[config.mk]
export PLATFORM = sky130hd
export DESIGN_NAME = mem_unit_flat
export DESIGN_NICKNAME = d
export VERILOG_FILES = /design/src/rtl/mem_unit_if.sv /design/src/rtl/mem_unit.sv /design/src/flat_wrapper.sv
export SDC_FILE = /design/constraint.sdc
export NUM_CORES = 1
export LEC_CHECK = 0
export ABC_AREA = 0
export CAP_MARGIN = 20
export CELL_PAD_IN_SITES_DETAIL_PLACEMENT = 1
export CELL_PAD_IN_SITES_GLOBAL_PLACEMENT = 2
export CORE_MARGIN = 4
export CORE_UTILIZATION = 22
export CTS_CLUSTER_SIZE = 20
export DETAILED_ROUTE_END_ITERATION = 16
export PLACE_DENSITY_LB_ADDON = 0.1
export SETUP_SLACK_MARGIN = 0.3
export SLEW_MARGIN = 0
export SYNTH_ARGS = -nofsm -noshare
export SYNTH_HDL_FRONTEND = slang
export SYNTH_SLANG_ARGS = --single-unit
[constraint.sdc]
create_clock -name clk -period 2.1 [get_ports clk]
set_clock_uncertainty 0.1 [all_clocks]
set_input_delay 0.21 -clock clk [delete_from_list [all_inputs] [get_ports clk]]
set_output_delay 0.21 -clock clk [all_outputs]
set_load 0.01 [all_outputs]
[src/rtl/mem_unit_if.sv]
// Memory-stage bus for mem_unit.
// The master side is the environment around the unit: the control unit
// issues requests, and the RAM returns read data and ready.
// The slave side is the mem_unit itself.
interface mem_unit_if;
   // control unit -> mem_unit
   logic        en;
   logic        is_store;
   logic [15:0] addr;
   logic [15:0] wdata;
   // mem_unit -> control unit / register file
   logic        busy;
   logic        done;
   logic        err;
   logic [15:0] rdata;
   logic        wb_we;
   // mem_unit -> RAM
   logic [15:0] ram_addr;
   logic [15:0] ram_wdata;
   logic        ram_re;
   logic        ram_we;
   // RAM -> mem_unit
   logic [15:0] ram_rdata;
   logic        ram_ready;

   modport master (
      output en, is_store, addr, wdata, ram_rdata, ram_ready,
      input  busy, done, err, rdata, wb_we, ram_addr, ram_wdata, ram_re, ram_we
   );

   modport slave (
      input  en, is_store, addr, wdata, ram_rdata, ram_ready,
      output busy, done, err, rdata, wb_we, ram_addr, ram_wdata, ram_re, ram_we
   );
endinterface

[src/rtl/mem_unit.sv]
// Memory-stage sequencer: accepts one load/store request at a time from the
// control unit, holds the RAM strobe until the RAM reports ready, and aborts
// the access after TIMEOUT cycles without ready.
//
// state  | meaning
// -------+-----------------------------------------------------------
// IDLE   | waiting for en; the only state that accepts a request
// ACCESS | strobe held on the RAM, counting wait cycles
// DONE   | one-cycle completion pulse (wb_we for a load)
// ERR    | one-cycle completion pulse with err, rdata untouched
//
// Every output is a flop that is set on the edge entering a state, so the
// outputs are glitch-free and nothing on the request side reaches a RAM
// strobe combinationally.
module mem_unit #(
   parameter int unsigned TIMEOUT = 16
) (
   input  logic       clk,
   input  logic       reset,
   mem_unit_if.slave  bus
);

   localparam logic [7:0] CNT_LAST = 8'(TIMEOUT - 1);

   typedef enum logic [1:0] {
      S_IDLE   = 2'd0,
      S_ACCESS = 2'd1,
      S_DONE   = 2'd2,
      S_ERR    = 2'd3
   } state_t;

   state_t      state_q;
   logic [7:0]  cnt_q;
   logic [7:0]  cnt_d;
   logic        is_store_q;
   logic [15:0] ram_addr_q;
   logic [15:0] ram_wdata_q;
   logic [15:0] rdata_q;
   logic        busy_q;
   logic        done_q;
   logic        err_q;
   logic        wb_we_q;
   logic        ram_re_q;
   logic        ram_we_q;

   assign cnt_d = cnt_q + 8'd1;

   // Request sequencing, wait counting and registered outputs.
   always_ff @(posedge clk) begin
      if (reset) begin
         state_q     <= S_IDLE;
         cnt_q       <= 8'd0;
         is_store_q  <= 1'b0;
         ram_addr_q  <= 16'h0000;
         ram_wdata_q <= 16'h0000;
         rdata_q     <= 16'h0000;
         busy_q      <= 1'b0;
         done_q      <= 1'b0;
         err_q       <= 1'b0;
         wb_we_q     <= 1'b0;
         ram_re_q    <= 1'b0;
         ram_we_q    <= 1'b0;
      end else begin
         // completion flags are single-cycle pulses
         done_q  <= 1'b0;
         err_q   <= 1'b0;
         wb_we_q <= 1'b0;
         case (state_q)
            S_IDLE: begin
               if (bus.en) begin
                  is_store_q  <= bus.is_store;
                  ram_addr_q  <= bus.addr;
                  ram_wdata_q <= bus.wdata;
                  cnt_q       <= 8'd0;
                  busy_q      <= 1'b1;
                  ram_re_q    <= ~bus.is_store;
                  ram_we_q    <= bus.is_store;
                  state_q     <= S_ACCESS;
               end
            end
            S_ACCESS: begin
               // ready wins over the timeout when both land on the same edge
               if (bus.ram_ready) begin
                  ram_re_q <= 1'b0;
                  ram_we_q <= 1'b0;
                  done_q   <= 1'b1;
                  wb_we_q  <= ~is_store_q;
                  if (!is_store_q) begin
                     rdata_q <= bus.ram_rdata;
                  end
                  state_q  <= S_DONE;
               end else begin
                  cnt_q <= cnt_d;
                  if (cnt_q == CNT_LAST) begin
                     ram_re_q <= 1'b0;
                     ram_we_q <= 1'b0;
                     done_q   <= 1'b1;
                     err_q    <= 1'b1;
                     state_q  <= S_ERR;
                  end
               end
            end
            S_DONE, S_ERR: begin
               busy_q  <= 1'b0;
               state_q <= S_IDLE;
            end
            default: begin
               busy_q   <= 1'b0;
               ram_re_q <= 1'b0;
               ram_we_q <= 1'b0;
               state_q  <= S_IDLE;
            end
         endcase
      end
   end

   assign bus.busy      = busy_q;
   assign bus.done      = done_q;
   assign bus.err       = err_q;
   assign bus.wb_we     = wb_we_q;
   assign bus.rdata     = rdata_q;
   assign bus.ram_addr  = ram_addr_q;
   assign bus.ram_wdata = ram_wdata_q;
   assign bus.ram_re    = ram_re_q;
   assign bus.ram_we    = ram_we_q;

endmodule

[src/flat_wrapper.sv]
// flat-port wrapper written by rule: the top's interface ports become plain ports
module mem_unit_flat 
#(
   parameter int unsigned TIMEOUT = 16
)
  (clk, reset, bus_en, bus_is_store, bus_addr, bus_wdata, bus_ram_rdata, bus_ram_ready, bus_busy, bus_done, bus_err, bus_rdata, bus_wb_we, bus_ram_addr, bus_ram_wdata, bus_ram_re, bus_ram_we);
  mem_unit_if bus_i ();
  input  logic clk;
  input  logic reset;
  input wire logic [$bits(bus_i.en)-1:0] bus_en;
  input wire logic [$bits(bus_i.is_store)-1:0] bus_is_store;
  input wire logic [$bits(bus_i.addr)-1:0] bus_addr;
  input wire logic [$bits(bus_i.wdata)-1:0] bus_wdata;
  input wire logic [$bits(bus_i.ram_rdata)-1:0] bus_ram_rdata;
  input wire logic [$bits(bus_i.ram_ready)-1:0] bus_ram_ready;
  output wire logic [$bits(bus_i.busy)-1:0] bus_busy;
  output wire logic [$bits(bus_i.done)-1:0] bus_done;
  output wire logic [$bits(bus_i.err)-1:0] bus_err;
  output wire logic [$bits(bus_i.rdata)-1:0] bus_rdata;
  output wire logic [$bits(bus_i.wb_we)-1:0] bus_wb_we;
  output wire logic [$bits(bus_i.ram_addr)-1:0] bus_ram_addr;
  output wire logic [$bits(bus_i.ram_wdata)-1:0] bus_ram_wdata;
  output wire logic [$bits(bus_i.ram_re)-1:0] bus_ram_re;
  output wire logic [$bits(bus_i.ram_we)-1:0] bus_ram_we;
  assign bus_i.en = bus_en;
  assign bus_i.is_store = bus_is_store;
  assign bus_i.addr = bus_addr;
  assign bus_i.wdata = bus_wdata;
  assign bus_i.ram_rdata = bus_ram_rdata;
  assign bus_i.ram_ready = bus_ram_ready;
  assign bus_busy = bus_i.busy;
  assign bus_done = bus_i.done;
  assign bus_err = bus_i.err;
  assign bus_rdata = bus_i.rdata;
  assign bus_wb_we = bus_i.wb_we;
  assign bus_ram_addr = bus_i.ram_addr;
  assign bus_ram_wdata = bus_i.ram_wdata;
  assign bus_ram_re = bus_i.ram_re;
  assign bus_ram_we = bus_i.ram_we;
  mem_unit #(.TIMEOUT(TIMEOUT)) u_core (.clk(clk), .reset(reset), .bus(bus_i));
endmodule
==> metrics.yaml <==
cp.required_ns: 2.19
cts_buffers: 9
grt_pass1_wl_um: 12880
async_reset_ff_share_pct: 0
hpwl_um: 5463
hold_class: "input pin to flop"
via_per_inst: 4.389
hold_viol: 0
critPathMaxFanout: 34
rows: 37
port-buffer-count: 106
die_width_um: 111.9
synth_seq_cells: 65
drive_above_1_share_pct: 8.108
design_area_mm2: 0.003816
cts_tree: "built"
first_global_vias: 2509
power-per-cell-area_mw_per_mm2: 687.9
top_level_ports: 107
preCtsSetupSlack_ns: 0.1400
routed-via-count: 2383
placed_cell_area_mm2: 0.003656
start_kind: "flop"
ir_worst_vdd_mv: 0.2585
worstMarginPinSlew_ns: 0.6758
power_uw: 2625
initial_utilization_pct: 22.81
setup_violations: 0
drt_first_pass_iters: 4
synth_edf_count: 0
synth_ff_type: "dfxtp_1"
die_h_um: 111.9
cap_violations: 0
synth_cell_types: 26
fmax_ghz: 0.5859
root_buffer: "clkbuf_8"
cts_hold_buf: 0
grt_max_degree: 35
yosys_warnings: 0
end_kind: "flop"
core_mm2: 0.01042
drc: 0
wirelength_um: 7840
grtUsageTotal_pct: 12.91
slew_viol_final: 0
synthCells: 293
wl_per_cell_um: 14.44
area_growth_pct: 60.61
synthesis.area_mm2: 0.002376
outcome: "finished, final reports clean"
htreeDepth: 3
dr.first_iter.drc_count: 68
finalSetupTns_ns: 0
nets: 458
p_leak_uw: 0.001349
avgSynthCellArea_um2: 8.109
setup_ws_ns: 0.3933
cts.clk_slew.worst_paths_ns: 0.07
postRouteAntennaNets: 0
max_slew_margin_pct: 54.94
gp_congestion: 0.7214
cts_sinks: 65
layout_min_cycle_time_ns: 1.707
path_class: "flop to flop"
yosysSeqAreaShare_pct: 54.77
syn_nets: 347
clock_path_buffers: 2
worst_skew_pair.late_latency_ns: 0.33
grt_setup_unrepaired: "yes"
die_area_mm2: 0.01253
cp.arrival_ns: 1.80
insertedDiodeCount: 0
antenna_found_initial: 0
fin_crit_sh_pct: 81.27
overflow: 0
[metal layers]
layer,vias to the layer above,GRT usage (%),share of wire [%]
met3,10,5.489,9.2
li1,1198,-,-
met4,0,5.109,1.7
met2,76,19.98,44
met5,-,0,0
met1,1099,15.84,45
[sequential cells by signal (all words and copies together) (netlist names)]
signal / flops
u_core.bus.busy: 1
u_core.bus.done: 1
u_core.bus.err: 1
u_core.bus.ram_addr: 16
u_core.bus.ram_re: 1
u_core.bus.ram_wdata: 16
u_core.bus.ram_we: 1
u_core.bus.rdata: 16
u_core.bus.wb_we: 1
u_core.cnt_q: 8
u_core.is_store_q: 1
u_core.state_q: 2
[power by group]
group	internal [uW]	total, uW	leakage, uW	switching [uW]
sequential	1290	1320	0.000531	30.2
combinational	245	437	0.000740	192
clock	409	867	0.0000778	458
total	1950	2630	0.00135	680
[kinds of logic (layout without fill, tap and decap cells)]
group	after synthesis	in the layout	share of synthesized area [%]
flip-flops	65	65	54.77
buffers and inverters	25	139	4.371
AO/OA/AOI/OAI	72	72	15.69
adder cells (fa/ha/maj)	1	1	0.5265
multiplexers	1	1	0.4213
AND/OR/NAND/NOR	129	129	24.22
[synthesized netlist by cell type, types with 2 or more instances]
cell type	instances	area, um2
nand2_1	100	375.4
dfxtp_1	65	1301
a21oi_1	62	310.3
clkbuf_1	12	45.04
buf_2	8	40.04
inv_1	5	18.77
nand3_1	5	25.02
o21ai_0	5	25.02
nand2b_1	4	25.02
or4_1	4	30.03
o31ai_1	3	22.52
or3_1	3	18.77
a211oi_1	2	15.01
nor2_1	2	7.510
nor4b_1	2	17.52
[path summary, 6_finish.rpt]
kind                                         from                               endpoint  slack (ns)  cells past startpoint
min reg2reg  u_core.bus.ram_wdata[9]$_SDFFE_PP0P_   u_core.bus.ram_wdata[9]$_SDFFE_PP0P_        0.35                      2
max reg2reg        u_core.state_q[1]$_SDFFE_PP0P_  u_core.bus.ram_wdata[14]$_SDFFE_PP0P_        0.39                      5
min                                 bus_wdata[11]  u_core.bus.ram_wdata[11]$_SDFFE_PP0P_        0.32                      3
max                u_core.state_q[1]$_SDFFE_PP0P_  u_core.bus.ram_wdata[14]$_SDFFE_PP0P_        0.39                      5
[layout by cell type, fill, tap and decap left out, types with 2 or more instances in the layout]
| cell type | Yosys | final |
|---|---|---|
| or3_1 | 3 | 3 |
| clkbuf_8 | 0 | 9 |
| clkinv_2 | 0 | 3 |
| a21oi_1 | 62 | 62 |
| buf_4 | 0 | 13 |
| a211oi_1 | 2 | 2 |
| nor2_1 | 2 | 2 |
| nand2_1 | 100 | 100 |
| o21ai_0 | 5 | 5 |
| nand2b_1 | 4 | 4 |
| or4_1 | 4 | 4 |
| clkdlybuf4s50_1 | 0 | 105 |
| nand3_1 | 5 | 4 |
| inv_1 | 5 | 5 |
| dfxtp_1 | 65 | 65 |
| nor4b_1 | 2 | 2 |
| o31ai_1 | 3 | 3 |
[cell type report]
type / instances / area (um2)
well taps: 136 / 170.2
clock inverters: 4 / 22.52
clock buffers: 10 / 127.6
multi-input cells: 203 / 1002
repair buffers: 120 / 1174
inverters: 5 / 18.77
flip-flops and latches: 65 / 1301
fillers: 1246 / 6600
[stage by stage]
| step | hold WS [ns] | util, % | instances |
|---|---|---|---|
| floorplan | 0.2460 | - | 293 |
| global placement | 0.3414 | 35.10 | 529 |
| detailed placement | 0.3458 | 35.10 | 529 |
| CTS | 0.2999 | 36.54 | 543 |
| global route | 0.3060 | 36.64 | 543 |
| finish | 0.3190 | 36.64 | 543 |
[timing repair]
| item | 4_1_cts | 5_1_grt |
|---|---|---|
| setup buffers | 0 | 0 |
| endpoints found under the setup margin | 0 | 2 |
| resized for setup | 0 | 2 |
[critical path, cell delays in order (launching register included)]
cell and delay [ns]:
dfxtp_1 0.36, buf_4 0.20, or3b_2 0.56, buf_12 0.21, nand2_1 0.08, a21oi_1 0.06
(Power assumes the default switching activity.)
